## config.mk

```make
export PLATFORM = sky130hd
export DESIGN_NAME = serial_ripple_adder
export DESIGN_NICKNAME = d
export VERILOG_FILES = /design/src/rtl/serial_add_pkg.sv /design/src/rtl/serial_ripple_adder_fa_cell.sv /design/src/rtl/serial_ripple_adder.sv
export SDC_FILE = /design/constraint.sdc
export NUM_CORES = 1
export LEC_CHECK = 0
export ABC_AREA = 1
export CORE_ASPECT_RATIO = 1.2
export CORE_MARGIN = 1.5
export CORE_UTILIZATION = 36
export CTS_CLUSTER_DIAMETER = 100
export DETAILED_ROUTE_END_ITERATION = 6
export SLEW_MARGIN = 20
export SYNTH_ARGS = -nofsm -noshare
export SYNTH_HDL_FRONTEND = slang
export SYNTH_SLANG_ARGS = --single-unit
```

## constraint.sdc

```tcl
create_clock -name clk -period 1.2 [get_ports clk]
set_input_delay 0.24 -clock clk [delete_from_list [all_inputs] [get_ports clk]]
set_output_delay 0.24 -clock clk [all_outputs]
set_load 0.02 [all_outputs]
```

## src/rtl/serial_add_pkg.sv

```systemverilog
// Shared definitions for the bit-serial adder: FSM state encoding and width limit.
package serial_add_pkg;

  localparam int WIDTH_MAX = 32;

  typedef enum logic [1:0] {
    S_IDLE = 2'd0,
    S_RUN  = 2'd1,
    S_DONE = 2'd2
  } state_e;

endpackage

```

## src/rtl/serial_ripple_adder_fa_cell.sv

```systemverilog
// Combinational 1-bit full adder; the only arithmetic cell in the serial adder.
module fa_cell (
  input  logic a,
  input  logic b,
  input  logic carryin,
  output logic sum,
  output logic carryout
);

  assign sum      = a ^ b ^ carryin;
  assign carryout = (a & b) | (carryin & (a ^ b));

endmodule

```

## src/rtl/serial_ripple_adder.sv

```systemverilog
// Bit-serial WIDTH-bit adder built around a single fa_cell, one bit pair per clock, LSB first.
// Optional macro SERIAL_ADD_OVF_EN adds a signed-overflow output captured with the result.
module serial_ripple_adder
  import serial_add_pkg::*;
#(
  parameter int WIDTH = 8
) (
  input  logic             clk,
  input  logic             reset,
  input  logic             start,
  input  logic [WIDTH-1:0] a,
  input  logic [WIDTH-1:0] b,
  input  logic             cin,
  output logic             ready,
  output logic             done,
  output logic [WIDTH-1:0] sum,
  output logic             cout
`ifdef SERIAL_ADD_OVF_EN
  ,
  output logic             overflow
`endif
);

  localparam int CW = (WIDTH > 1) ? $clog2(WIDTH) : 1;
  localparam logic [CW-1:0] LAST_BIT = CW'(WIDTH - 1);

  if (WIDTH < 1 || WIDTH > WIDTH_MAX) begin : g_badWidth
    $error("serial_ripple_adder: WIDTH out of range");
  end

  state_e           state_q, state_d;
  logic [CW-1:0]    cnt_q, cnt_d;
  logic [WIDTH-1:0] aSh_q, aSh_d;
  logic [WIDTH-1:0] bSh_q, bSh_d;
  logic [WIDTH-1:0] sumSh_q, sumSh_d;
  logic [WIDTH-1:0] sum_q, sum_d;
  logic             carry_q, carry_d;
  logic             cout_q, cout_d;
  logic             cellSum, cellCarry;
  logic [WIDTH-1:0] sumShNext;
`ifdef SERIAL_ADD_OVF_EN
  logic             ovf_q, ovf_d;
`endif

  fa_cell u_faCell (
    .a        (aSh_q[0]),
    .b        (bSh_q[0]),
    .carryin  (carry_q),
    .sum      (cellSum),
    .carryout (cellCarry)
  );

  // New sum bits enter at the MSB so that after WIDTH shifts bit 0 lands in position 0.
  assign sumShNext = (sumSh_q >> 1) | (WIDTH'(cellSum) << (WIDTH - 1));

  always_comb begin
    state_d = state_q;
    cnt_d   = cnt_q;
    aSh_d   = aSh_q;
    bSh_d   = bSh_q;
    sumSh_d = sumSh_q;
    sum_d   = sum_q;
    carry_d = carry_q;
    cout_d  = cout_q;
`ifdef SERIAL_ADD_OVF_EN
    ovf_d   = ovf_q;
`endif
    case (state_q)
      S_IDLE, S_DONE: begin
        if (start) begin
          state_d = S_RUN;
          aSh_d   = a;
          bSh_d   = b;
          carry_d = cin;
          cnt_d   = '0;
        end else begin
          state_d = S_IDLE;
        end
      end
      S_RUN: begin
        aSh_d   = aSh_q >> 1;
        bSh_d   = bSh_q >> 1;
        sumSh_d = sumShNext;
        carry_d = cellCarry;
        cnt_d   = cnt_q + 1'b1;
        if (cnt_q == LAST_BIT) begin
          state_d = S_DONE;
          cnt_d   = '0;
          sum_d   = sumShNext;
          cout_d  = cellCarry;
`ifdef SERIAL_ADD_OVF_EN
          // On the MSB cycle carry_q is the carry into the MSB.
          ovf_d   = carry_q ^ cellCarry;
`endif
        end
      end
      default: state_d = S_IDLE;
    endcase
  end

  always_ff @(posedge clk or posedge reset) begin
    if (reset) begin
      state_q <= S_IDLE;
      cnt_q   <= '0;
      aSh_q   <= '0;
      bSh_q   <= '0;
      sumSh_q <= '0;
      sum_q   <= '0;
      carry_q <= 1'b0;
      cout_q  <= 1'b0;
`ifdef SERIAL_ADD_OVF_EN
      ovf_q   <= 1'b0;
`endif
    end else begin
      state_q <= state_d;
      cnt_q   <= cnt_d;
      aSh_q   <= aSh_d;
      bSh_q   <= bSh_d;
      sumSh_q <= sumSh_d;
      sum_q   <= sum_d;
      carry_q <= carry_d;
      cout_q  <= cout_d;
`ifdef SERIAL_ADD_OVF_EN
      ovf_q   <= ovf_d;
`endif
    end
  end

  assign ready = (state_q == S_IDLE) || (state_q == S_DONE);
  assign done  = (state_q == S_DONE);
  assign sum   = sum_q;
  assign cout  = cout_q;
`ifdef SERIAL_ADD_OVF_EN
  assign overflow = ovf_q;
`endif

endmodule

```

==> metrics.cfg, run 1 <==
[floorplan]
row_count=28
die_h_um=81.2
dieArea_mm2=0.00554
start_util=0.374
die_w_um=68.2
core_region_area_mm2=0.00490
ios=31

[finish]
final_nets=298
drive_gt1_frac=0.333
diodes=0
fin_util=0.540
final_cells=336
syn2layout_area_growth_pct=44.2

[timing]
fin_tns_setup_ns=-0.316
setup_viol=21
drv_slew=0
period_share=1.04
relSlewSlack=0.860
min_period_ns=1.25
hold_viol=0
fin_skew_ns=0.00954
setup_ws_ns=-0.0464
rsz0062_at_grt=true
clock.fmax_ghz=0.802
worst_pin_slew_ns=0.209

[power]
power_leakage_nw=1.41
p_per_area_mw_per_mm2=2690
total_power_mw=7.11
irDropWorstVdd_uv=1180

[setup_path]
worstPathArrival_ns=1.01
endpoint_kind=primary output
crit_type=reg2out
cp.required_ns=0.96
path_max_fanout=3
startpoint_type=flop

[drt]
drt-total-wl_mm=3.92
drt_iter0_drc=72
vias=1542
wl_per_cell_um=11.7
drtAntennaViolNets=0
viasPerCell=4.59
firstDrtPassIters=4
drc=0

[clocking]
ctsHoldBuffers=0
h-tree-depth=2
clockRootBuffer=clkbuf_8
clock-sinks=38
worstSkewPairLatency_ns=0.29
numCtsBuffers=5
cts_tree=built
clock_path_buffers=2
clk_pin_slew_ns=0.08

[synth]
synth_top_cell_area_share=0.518
yosys.area.top_type=dfrtp_1
yosysMostFrequentCell=nand2_1
ys_types=17
synth_edf_count=0
synth_warnings=0
avgSynthCellArea_um2=8.27
synth_nets=245
syn_inst=222
ys_async_sr_fraction=1.00
synth_area_leaders=dfrtp_1 (52%), nand2_1 (15%), inv_1 (8.2%), nand3_1 (8.2%), o21ai_2 (3.8%)
yosys-top-cells-count=nand2_1 (74), inv_1 (40), dfrtp_1 (38), nand3_1 (30), o21ai_0 (10)
netlist_area_mm2=0.00184
ys_ff_latch=38
ys.flop_type=dfrtp_1
yosysSeqAreaShare=0.518

[outcome]
status=finished with violations
violations=setup timing

[grt]
grt_pass1_vias=1488
grt_util_all_layers=0.157
grt_max_degree=39
antenna_found_initial=0
grt-ovfl-total=0
grt_pass1_wl_mm=6.49

[worst_hold_path]
hold_path_class=in2async

[placed_design]
dpl.hpwl_mm=2.56
dp.cells=325
gp_congestion=0.723
port_buffers=30

[job]
cap_viol_max_count=0

-- metrics by stage --
stage,hold WS (ns),setup WS (ns),area [um2]
2_1_floorplan,0.361,0.00416,1840
3_3_place_gp,0.453,-0.222,2350
3_5_place_dp,0.468,-0.217,2350
4_1_cts,0.304,-0.0648,2620
5_1_grt,0.354,-0.0915,2650
6_report,0.299,-0.0464,2650
-- routing by layer --
layer	track usage	vias up	wire [um]
met5	0	-	0
met3	0.0416	11	164
li1	-	776	-
met4	0.0600	0	91
met2	0.255	31	1920
met1	0.197	724	1750
-- worst paths after layout --
check | start | cells past startpoint | slack (ns) | endpoint
setup / recovery | state_q[0] | 3 | -0.05 | ready
hold / removal | reset | 3 | 0.30 | bSh_q[0]
setup reg to reg | state_q[0] | 7 | -0.02 | aSh_q[3]
hold reg to reg | sumSh_q[1] | 2 | 0.48 | sum[0]
max in group asynchronous | reset | 3 | 0.71 | state_q[1]
min in group clk | sumSh_q[1] | 2 | 0.48 | sum[0]
-- worst max-delay path, cell delays in order (launching register included) --
cell and delay [ns]:
dfrtp_1 0.41, buf_6 0.14, inv_4 0.05, buf_4 0.13
-- power by group --
group / total, mW / switching [mW] / internal (mW)
clock: 0.901 / 0.437 / 0.464
combinational: 3.96 / 2.17 / 1.80
sequential: 2.25 / 0.351 / 1.89
-- state kept, by name, summed over array words and instances (netlist names) --
name / flops
cout: 1
carry_q: 1
sumSh_q: 7
cnt_q: 3
bSh_q: 8
sum: 8
aSh_q: 8
state_q: 2
-- cells in the final DEF (no fill, tap or decap), types with 2 or more instances in the layout --
master,instances
nand2_1,63
inv_1,38
dfrtp_1,38
clkdlybuf4s50_1,19
nand3_1,15
nand3_2,15
nand2_2,11
buf_6,11
o21ai_2,9
buf_4,9
o21ai_0,8
clkbuf_8,6
buf_2,6
buf_12,5
nand2_4,3
inv_2,3
nand2_8,2
clkbuf_2,2
-- cells by family (layout without fill, tap and decap cells) --
logic type | Yosys count | in the layout | synth area share
and+or+nand+nor | 111 | 112 | 0.265
buffers and inverters | 52 | 105 | 0.127
DFF | 38 | 38 | 0.518
AOI/OAI and AO/OA | 18 | 18 | 0.0654
adders and majority gates | 3 | 3 | 0.0245
-- area by class of cell --
cell class                 count  area [um2]
timing repair buffer          53         533
inverter                      43         176
multi-input combinational    133         812
fill                         465        2260
clock buffer                   7        86.3
tap                           60        75.1
timing repair inverter         1        8.76
sequential                    38         951
clock inverter                 1        5.00
-- what timing repair did --
action / 4_1_cts / 5_1_grt
setup endpoints to repair: 45 / 45
buffers inserted: 1 / 0
gates resized for setup: 78 / 23
pin swaps: 17 / 8
cloned: 0 / 2
No activity file was read; power rests on OpenSTA's default activity.
==> run 2, diff against run 1 <==
- TNS_END_PERCENT: default -> 30
==> metrics.cfg, run 2 (synthesis gave the netlist of run 1 again) <==
[timing]
min_period_ns=1.25
fin_skew_ns=0.00728
clock.fmax_ghz=0.802
rsz0062_at_grt=true
worst_hold_slack_ns=0.300
setup_ws_ns=-0.0466
hold_viol=0
setup_viol=19
period_share=1.04
drv_slew=0
worst_pin_slew_ns=0.209
relSlewSlack=0.861

[finish]
n_fill_cell=472
final_common_cell=nand2_1
drive_gt1_frac=0.285
final_nets=296
final_cell_mix=nand2_1 (65), dfrtp_1 (38), inv_1 (37)
syn2layout_area_growth_pct=39.1
fin_util=0.520
diodes=0

[power]
irDropWorstVdd_uv=1110
total_power_mw=6.78
p_per_area_mw_per_mm2=2660
power_leakage_nw=1.36

[floorplan]
dieArea_mm2=0.00554
core_region_area_mm2=0.00490
die_h_um=81.2
row_count=28
die_w_um=68.2
ios=31
start_util=0.374

[drt]
vias=1523
drc=0
drt-total-wl_mm=3.71
wl_per_cell_um=11.1
viasPerCell=4.56
drt_iter0_drc=50
drtAntennaViolNets=0
firstDrtPassIters=4

[job]
cap_viol_max_count=0

[worst_hold_path]
hold_path_class=in2async

[setup_path]
worstPathArrival_ns=1.01
cp_top_family=flip-flops
crit_slowest_cell=dfrtp_1
r2r-end=sum[4]
r2r-start=state_q[0]
path_max_fanout=3
ff2ff_setup_slack_ns=-0.03
startpoint_type=flop
path_cells=buf_6 > inv_4 > buf_4
worst-path-buf-inv=3
cp.required_ns=0.96
slowest_delay_ns=0.41
reg2reg_depth=8
crit_type=reg2out
endpoint_kind=primary output

[grt]
grt_max_degree=39
grt_pass1_vias=1446
antenna_found_initial=0
grt_pass1_wl_mm=6.33
grt-ovfl-total=0
grt_util_all_layers=0.153

[clocking]
cts_tree=built
clk_pin_slew_ns=0.08
clock-sinks=38
clock_path_buffers=2
ctsHoldBuffers=0
clockRootBuffer=clkbuf_8
numCtsBuffers=5
h-tree-depth=2
worstSkewPairLatency_ns=0.29

[placed_design]
port_buffers=30
dpl.hpwl_mm=2.56
gp_congestion=0.723

[outcome]
violations=setup timing
status=finished with violations

-- run 2: cell types whose count changed in the layout (fill, tap and decap cells not counted), moves of 2 or more --
cell     delta
buf_12      -2
buf_8       +2
nand2_1     +2
nand2_2     -2
nand3_1    +11
nand3_2    -11
-- run 2: layer usage --
layer | GRT usage | part of all wire | routed length, um | vias up
met5 | 0 | 0 | 0 | -
met4 | 0.0560 | 0.018 | 66 | 0
met3 | 0.0443 | 0.054 | 201 | 7
met2 | 0.252 | 0.48 | 1780 | 39
met1 | 0.189 | 0.45 | 1660 | 705
li1 | - | - | - | 772
-- run 2: tightest hold or removal path: cells and delay by family --
kind | cells | cell delay, ns
buffers and inverters | 3 | 0.71
-- run 2: area by class of cell --
type	count	area, um2	area share
inverter	43	171	0.0672
clock inverter	1	5.00	0.00196
timing repair buffer	53	523	0.205
sequential	38	951	0.373
clock buffer	7	86.3	0.0338
tap	60	75.1	0.0294
multi-input combinational	132	741	0.290
-- run 2: worst max-delay path by stage --
stage / from / to / slack [ns] / depth (start not counted)
2_1_floorplan: state_q[0] / done / 0.004 / 3
3_3_place_gp: state_q[0] / done / -0.22 / 2
3_5_place_dp: state_q[0] / done / -0.22 / 2
4_1_cts: state_q[0] / ready / -0.06 / 3
5_1_grt: state_q[0] / sum[3] / -0.10 / 8
6_report: state_q[0] / ready / -0.05 / 3
-- run 2: repair_timing --
| item | 4_1_cts | 5_1_grt |
|---|---|---|
| setup buffers | 1 | 0 |
| pin swaps | 4 | 5 |
| gates resized for setup | 60 | 26 |
| endpoints found under the setup margin | 45 | 46 |
-- run 2: metrics by stage --
step	instance area (um2)	TNS [ns]	std cells	worst slack (ns)
6_report	2550	-0.300	334	-0.0466
5_1_grt	2550	-1.72	334	-0.105
4_1_cts	2540	-0.476	334	-0.0648
3_5_place_dp	2350	-2.36	325	-0.217
3_3_place_gp	2350	-1.92	325	-0.222
2_1_floorplan	1840	0	222	0.00416
-- run 2: report_power, final --
part | leakage, nW | switching [mW] | internal, mW
sequential | 0.473 | 0.342 | 1.89
clock | 0.0482 | 0.434 | 0.463
combinational | 0.836 | 1.99 | 1.67
